File: src/rtl/pipe_if_stage.sv
// ============================================================================
// Module   : pipe_if_stage
// Brief    : Instruction-fetch stage of a 5-stage pipeline. Owns the PC,
//            issues fetch requests to a variable-latency instruction memory,
//            applies redirects (branch / jr / jump), parks a returned word in
//            a skid buffer during load-use stalls, and drives the IF/ID
//            pipeline register.
// Revision : 1.0 - initial release
// ============================================================================
`default_nettype none

module pipe_if_stage #(
  parameter logic [31:0] RESET_PC = 32'h0000_0000
) (
  input  logic        clock,
  input  logic        reset,
  // next-PC control from the control unit
  input  logic [1:0]  pcsource,
  input  logic [31:0] bpc,
  input  logic [31:0] rpc,
  input  logic [31:0] jpc,
  input  logic        stall,
  // instruction memory port
  output logic        imem_req,
  output logic [31:0] imem_addr,
  input  logic        imem_ack,
  input  logic [31:0] imem_rdata,
  // fetch PC and IF/ID register
  output logic [31:0] pc,
  output logic [31:0] ID_pc4,
  output logic [31:0] ID_inst,
  output logic        ID_valid
);

  // IDLE  : one dead cycle after reset, no request
  // FETCH : request outstanding at imem_addr = pc
  // HOLD  : returned word sits in the skid buffer while ID is stalled
  typedef enum logic [1:0] {
    S_IDLE  = 2'd0,
    S_FETCH = 2'd1,
    S_HOLD  = 2'd2
  } state_t;

  localparam logic [1:0]  PCSRC_SEQ  = 2'd0;
  localparam logic [1:0]  PCSRC_BR   = 2'd1;
  localparam logic [1:0]  PCSRC_JR   = 2'd2;
  localparam logic [1:0]  PCSRC_JMP  = 2'd3;
  localparam logic [31:0] NOP_INST   = 32'h0000_0000;

  // ---------------------------------------------------------------------------
  // State and registered datapath
  // ---------------------------------------------------------------------------
  state_t      state,        state_n;
  logic [31:0] pc_r,         pc_n;
  logic [31:0] id_pc4_r,     id_pc4_n;
  logic [31:0] id_inst_r,    id_inst_n;
  logic        id_valid_r,   id_valid_n;
  logic        pend_valid,   pend_valid_n;
  logic [31:0] pend_target,  pend_target_n;
  logic [31:0] skid_buf,     skid_buf_n;

  // ---------------------------------------------------------------------------
  // Combinational helpers
  // ---------------------------------------------------------------------------
  logic [31:0] pc_plus4;
  logic [31:0] raw_target;
  logic [31:0] redirect_target;
  logic        redirect;
  logic [31:0] squash_target;

  // Sequential successor; 32-bit add wraps naturally at 2^32.
  assign pc_plus4 = pc_r + 32'd4;

  // Stall has priority: a redirect is only recognised when ID is moving.
  assign redirect = (pcsource != PCSRC_SEQ) && !stall;

  // Select the redirect target by pcsource.
  always_comb begin
    raw_target = pc_plus4;
    case (pcsource)
      PCSRC_BR:  raw_target = bpc;
      PCSRC_JR:  raw_target = rpc;
      PCSRC_JMP: raw_target = jpc;
      default:   raw_target = pc_plus4;
    endcase
  end

  // Instruction addresses are word aligned; low bits of any target are dropped.
  assign redirect_target = {raw_target[31:2], 2'b00};

  // A redirect seen this cycle overrides one remembered from a wait cycle.
  assign squash_target = redirect ? redirect_target : pend_target;

  // ---------------------------------------------------------------------------
  // State register: all stage state updates on the rising clock edge
  // ---------------------------------------------------------------------------
  // Asynchronous reset forces the whole stage to its post-reset values.
  always_ff @(posedge clock or posedge reset) begin
    if (reset) begin
      state       <= S_IDLE;
      pc_r        <= RESET_PC;
      id_pc4_r    <= 32'h0000_0000;
      id_inst_r   <= NOP_INST;
      id_valid_r  <= 1'b0;
      pend_valid  <= 1'b0;
      pend_target <= 32'h0000_0000;
      skid_buf    <= 32'h0000_0000;
    end else begin
      state       <= state_n;
      pc_r        <= pc_n;
      id_pc4_r    <= id_pc4_n;
      id_inst_r   <= id_inst_n;
      id_valid_r  <= id_valid_n;
      pend_valid  <= pend_valid_n;
      pend_target <= pend_target_n;
      skid_buf    <= skid_buf_n;
    end
  end

  // ---------------------------------------------------------------------------
  // Next-state logic: every register holds unless a case below moves it
  // ---------------------------------------------------------------------------
  // Next state, next PC, IF/ID update, pending redirect and skid buffer.
  always_comb begin
    state_n       = state;
    pc_n          = pc_r;
    id_pc4_n      = id_pc4_r;
    id_inst_n     = id_inst_r;
    id_valid_n    = id_valid_r;
    pend_valid_n  = pend_valid;
    pend_target_n = pend_target;
    skid_buf_n    = skid_buf;

    case (state)
      S_IDLE: begin
        // No request yet; any stray ack is ignored.
        state_n = S_FETCH;
      end

      S_FETCH: begin
        if (imem_ack) begin
          if (stall) begin
            // ID cannot accept: park the word and stop requesting.
            skid_buf_n = imem_rdata;
            state_n    = S_HOLD;
          end else if (redirect || pend_valid) begin
            // Word is from the wrong path: drop it and steer the PC.
            pc_n         = squash_target;
            pend_valid_n = 1'b0;
            id_valid_n   = 1'b0;
            id_inst_n    = NOP_INST;
          end else begin
            id_pc4_n   = pc_plus4;
            id_inst_n  = imem_rdata;
            id_valid_n = 1'b1;
            pc_n       = pc_plus4;
          end
        end else begin
          // Address must stay stable until ack; remember the redirect instead.
          if (redirect) begin
            pend_valid_n  = 1'b1;
            pend_target_n = redirect_target;
          end
          if (!stall) begin
            id_valid_n = 1'b0;
            id_inst_n  = NOP_INST;
          end
        end
      end

      S_HOLD: begin
        if (!stall) begin
          state_n = S_FETCH;
          if (redirect || pend_valid) begin
            pc_n         = squash_target;
            pend_valid_n = 1'b0;
            id_valid_n   = 1'b0;
            id_inst_n    = NOP_INST;
          end else begin
            id_pc4_n   = pc_plus4;
            id_inst_n  = skid_buf;
            id_valid_n = 1'b1;
            pc_n       = pc_plus4;
          end
        end
      end

      default: begin
        state_n = S_IDLE;
      end
    endcase
  end

  // ---------------------------------------------------------------------------
  // Outputs
  // ---------------------------------------------------------------------------
  assign imem_req  = (state == S_FETCH);
  assign imem_addr = pc_r;
  assign pc        = pc_r;
  assign ID_pc4    = id_pc4_r;
  assign ID_inst   = id_inst_r;
  assign ID_valid  = id_valid_r;

endmodule

`default_nettype wire

File: config.mk
export PLATFORM = sky130hd
export DESIGN_NAME = pipe_if_stage
export DESIGN_NICKNAME = d
export VERILOG_FILES = /design/src/rtl/pipe_if_stage.sv
export SDC_FILE = /design/constraint.sdc
export NUM_CORES = 1
export LEC_CHECK = 0
export ABC_AREA = 1
export BUFFER_PORTS_ARGS = -buffer_cell sky130_fd_sc_hd__buf_2
export CAP_MARGIN = 20
export CELL_PAD_IN_SITES_DETAIL_PLACEMENT = 0
export CELL_PAD_IN_SITES_GLOBAL_PLACEMENT = 2
export CORE_UTILIZATION = 25
export CTS_BUF_LIST = sky130_fd_sc_hd__clkbuf_16
export DETAILED_ROUTE_END_ITERATION = 8
export GPL_TIMING_DRIVEN = 0
export PLACE_DENSITY_LB_ADDON = 0.2
export SETUP_SLACK_MARGIN = 0.05
export SKIP_LAST_GASP = 1
export SYNTH_ARGS = -nofsm -noshare
export SYNTH_HDL_FRONTEND = slang
export SYNTH_SLANG_ARGS = --single-unit
File: constraint.sdc
create_clock -name clock -period 4.8 [get_ports clock]
set_clock_uncertainty 0.15 [all_clocks]
set_input_delay 0.48 -clock clock [delete_from_list [all_inputs] [get_ports clock]]
set_output_delay 0.48 -clock clock [all_outputs]
set_load 0.03 [all_outputs]
== Yosys cells after proc, flatten, opt, wreduce, memory -nomap -nowiden ==
Cells that the tools add are included.
W data, S select, Z words.

* Register bits: 164
* Bits in latches: 0
* Memory bits (writable): 0
* Bits in read-only memories: 0
* Input bits: 134
* Output and inout bits: 130
* Word-level logic and storage cells: 65
* Memories kept: 0

* Add/subtract/negate cells: 1
* $mul: 0
* Div/mod/pow operators: 0
* Order comparisons: 0
* Eq/ne operators: 11
* Shift-type cells: 0
* Mux-type cells: 31
* Bitwise gates (word level): 1
* Reduce and logical (&&, ||, !) cells: 13

{| class="wikitable"
|+ Operators with widths
! cell !! count
|-
| $mux W32 || 13
|-
| $pmux W32 S2 || 3
|-
| $pmux W32 S3 || 1
|-
| $add A32 B3 Y32 const B || 1
|-
| $reduce_and A3 Y1 || 3
|-
| $mux W1 || 8
|-
| $reduce_and A2 Y1 || 4
|-
| $eq A2 B2 Y1 const B || 3
|-
| $mux W2 || 3
|-
| $ne A2 B2 Y1 const B || 3
|-
| $pmux W2 S3 || 1
|-
| $eq A2 B1 Y1 const B || 2
|-
| $pmux W1 S2 || 2
|-
| $reduce_bool A2 Y1 || 2
|-
| $ne A3 B1 Y1 const B || 1
|-
| $ne A3 B2 Y1 const B || 1
|-
| $logic_not A2 Y1 || 1
|-
| $ne A2 B1 Y1 const B || 1
|-
| $logic_and A1 B1 Y1 || 1
|-
| $logic_not A1 Y1 || 1
|-
| $logic_or A1 B1 Y1 || 1
|-
| $not A1 Y1 || 1
|}

== Depth between registers and ports, before layout ==
* Depth in word-level cells: 7
* Depth in mapped cells: 10
* Gate-level depth less buffers: 10

== Worst setup path before layout ==
No wires, ideal clock.

* Path kind: register to register
* From: reg state[1]
* To: reg pc_r[13] (netlist: imem_addr[13])
* Setup time: 0.127 ns
* Arrival: 1.667 ns
* Required time: 4.523 ns
* Slack: 2.856 ns
* Stages on the path, launching flop included: 11
* Buffers on the path: 3
* Period minus slack after synthesis: 1.944 ns
* Path through: dfrtp_1 inv_1 ha_1 nand2_1 buf_2 nand2_1 nor2_1 buf_4 buf_4 nand2_1 nand3_1

* Cells in the longest elaborated chain, start to end: 3
* Elaborated cells on any way between the ends: 6
* Those cells by class: eq/ne (3); mux (1); reduce/logical (2)

{| class="wikitable"
|+ Ends and longest elaborated chain
! what !! RTL line !! source
|-
| from (decl) || 53 || <nowiki>state_t state, state_n;</nowiki>
|-
| from (signal assigned) || 109 || <nowiki>state <= state_n;</nowiki>
|-
| $eq A2 B1 Y1 (*) || -- ||
|-
| named net imem_req || 24 || <nowiki>output logic imem_req,</nowiki>
|-
| $ne A2 B1 Y1 (no source line) or $reduce_bool A2 Y1 (tied branches) || -- ||
|-
| $reduce_and A2 Y1 (no source line) || -- ||
|-
| to (signal assigned) || 110 || <nowiki>pc_r <= pc_n;</nowiki>
|-
| to (decl) || 54 || <nowiki>logic [31:0] pc_r, pc_n;</nowiki>
|}

The timed path passes the listed nets; every way through them passes the cells marked *.
A chain may end at the register's enable or synchronous reset.

== Worst setup path after layout ==
* From: reg state[1]
* To: reg pc_r[13] (netlist: imem_addr[13])

* Cells in the longest elaborated chain, start to end: 3
* Elaborated cells on any way between the ends: 6
* Those cells by class: eq/ne (3); mux (1); reduce/logical (2)

{| class="wikitable"
|+ Ends and longest elaborated chain
! what !! RTL line !! source
|-
| $eq A2 B1 Y1 or $eq A2 B2 Y1 (tied branches) || 134 || <nowiki>case (state)</nowiki>
|-
| $ne A2 B1 Y1 (no source line) or $reduce_bool A2 Y1 (tied branches) || -- ||
|-
| $reduce_and A2 Y1 (no source line) || -- ||
|}

Several ways; a longest one is shown, not always the timed one.

==> impl_metrics.py <==
metrics = {
    "timing": {
        "slew_headroom_pct": 44.2,
        "period_minus_slack_ps": 2320,
        "period_share_pct": 48.3,
        "fin_tns_setup_ps": 0,
        "hold_violations": 0,
        "tightestPinTransition_ps": 836,
        "setup_violations": 0,
        "slew_viol_final": 0,
        "fmax_ghz": 0.431,
        "grt_setup_unrepaired": "false",
    },
    "die": {
        "io_pins": 264,
        "die-area_um2": 35400,
        "std_cell_rows": 67,
        "die_x_um": 188,
        "die_h_um": 188,
        "coreArea_um2": 33900,
        "start_util_pct": 25.6,
    },
    "cts": {
        "cts_root_buf": "clkbuf_16",
        "clockBufferDepth": 2,
        "numCtsBuffers": 17,
        "cts.repair.resized": 0,
        "h-tree-depth": 4,
        "post-cts-setup-buffers": 0,
        "clkLatencyLatePin_ps": 430,
        "path_clk_slew_ps": 70,
        "cts_hold_buffers": 0,
        "cts_tree": "done",
        "cts.sinks": 164,
    },
    "logic_synthesis": {
        "yosysSeqAreaShare_pct": 47.3,
        "syn_area_um2": 8670,
        "yosysUniqueCellTypes": 27,
        "ys_ff_latch": 164,
        "synthesis.nets": 1324,
        "synth.avg_cell_area_um2": 7.31,
        "synthCells": 1186,
        "synth_area_leader_cell": "dfrtp_1",
        "yosys_warnings": 0,
        "synth.area.top_cells": "dfrtp_1 47%, nand2_1 17%, o21ai_0 6.3%",
        "synth_top_area_share_pct": 47.3,
    },
    "place": {
        "io_buffer_count": 257,
        "dp_hpwl_um": 25000,
        "gp_congestion": 0.843,
    },
    "pwr": {
        "p_leak_uw": 0.00583,
        "ir_worst_vdd_v": 0.000269,
        "p_total_uw": 7340,
        "power-per-cell-area_nw_per_um2": 655,
    },
    "finish": {
        "layout_commonest_cell": "nand2_1",
        "fill_cells": 3777,
        "multi_input_area_um2": 3610,
        "final_cell_mix": "383 x nand2_1, 280 x buf_2, 164 x dfrtp_1",
        "regArea_um2": 4100,
        "syn_to_final_growth_pct": 29.3,
        "nets": 1604,
        "drive_above_1_share_pct": 24.5,
    },
    "worst_setup_path": {
        "reg2reg_slack_ps": 2480,
        "crit_required_ps": 5000,
        "cp-end-kind": "register",
        "criticalPathCategory": "reg2reg",
        "startpoint_type": "register",
        "critPathMaxFanout": 10,
        "r2r.worst_path.cells": 10,
        "cp.arrival_ps": 2520,
        "reg2reg_to": "imem_addr[13]",
        "r2r-start": "state[1]",
    },
    "detailed_routing": {
        "drtIter0Drc": 425,
        "drc": 0,
        "vias_per_cell": 4.41,
        "vias": 8521,
        "antenna_left": 0,
        "wl_um": 32200,
        "avgRoutedWirePerCell_um": 16.7,
        "drt_first_pass_iters": 5,
    },
    "grt": {
        "grt_pass1_vias": 8405,
        "grt_max_degree": 38,
        "grt_pass1_wl_um": 49800,
        "antenna_found_initial": 10,
        "grt_usage_pct": 18.6,
        "grt_overflow_total": 0,
    },
    "run": {
        "drv_cap": 0,
    },
    "min_path": {
        "worstHoldPathType": "in2async",
    },
    "outcome": {
        "outcome": "complete, no violations",
    },
}
state kept, by name, indices dropped and copies added (netlist names):
signal / flops
ID_valid: 1
pend_target: 32
skid_buf: 32
ID_pc4: 32
ID_inst: 32
state: 2
pend_valid: 1
imem_addr: 32
worst max-delay path: stages (launching register included):
cell and delay (ps):
dfrtp_1 340, inv_1 70, ha_1 230, nand2_1 110, buf_2 260, nand2_1 100, nor2_1 280, buf_4 270
buf_4 210, nand2_1 140, nand3_1 90
per-layer routing:
metal	share of wire, %	track usage [%]
met1	47	25.1
met5	0.16	0
met3	4.6	3.43
met4	1.5	5.03
met2	47	30.4
per-stage QoR:
step	utilization, %	hold slack, ps	setup slack (ps)	instances	area, µm²
6_report	33.1	56.9	2480	1933	11200
5_1_grt	33.1	97.0	2300	1929	11200
4_1_cts	33.1	63.2	2480	1927	11200
3_5_place_dp	31.3	310	2330	1895	10600
3_3_place_gp	31.1	304	692	1891	10500
2_1_floorplan	-	299	2090	1186	8680
report_power, final:
group          internal (µW)  total [µW]  switching [µW]
clock                    785        1430             641
combinational           1100        3410            2320
sequential              2000        2500             497
total                   3890        7340            3450
synthesized netlist by cell type:
cell / instances
buf_1: 3
a22oi_1: 3
ha_1: 4
or2_2: 1
xor2_1: 8
nand3_1: 102
o22a_1: 5
o211ai_1: 14
nand2_1: 383
inv_1: 117
clkbuf_1: 26
a21oi_1: 39
o22ai_1: 1
nand3b_1: 2
o21ai_2: 2
nor2_4: 1
nand4_1: 5
dfrtp_1: 164
inv_2: 3
nor2_1: 117
and2_1: 1
buf_4: 38
o21ai_0: 110
xnor2_1: 5
nor2_2: 2
o21ai_1: 7
buf_2: 23
cells by family after synthesis:
group | synth area share, %
flops | 47.3
fa+ha+maj | 0.577
xor+xnor | 1.31
simple gates | 28.5
compound gates | 11.3
buf+inv | 11.1
cell type report:
type | instances | area share, %
Inverter | 120 | 4.05
Multi-Input combinational cell | 812 | 32.2
Sequential cell | 164 | 36.6
Clock buffer | 17 | 3.79
Tap cell | 448 | 5.00
Clock inverter | 15 | 1.52
Antenna cell | 6 | 0.134
Timing Repair Buffer | 261 | 12.2
Buffer | 90 | 4.54
worst max path at each step:
stage,start,end,slack (ps),depth (start not counted)
3_3_place_gp,reset,ID_pc4[27],690,2
5_1_grt,state[0],ID_inst[14],2300,8
3_5_place_dp,pcsource[1],imem_addr[23],2330,7
2_1_floorplan,reset,ID_inst[0],2090,1
6_report,state[1],imem_addr[13],2480,10
4_1_cts,state[1],imem_addr[13],2480,10
Note: power is estimated with default switching activity, not from simulation.
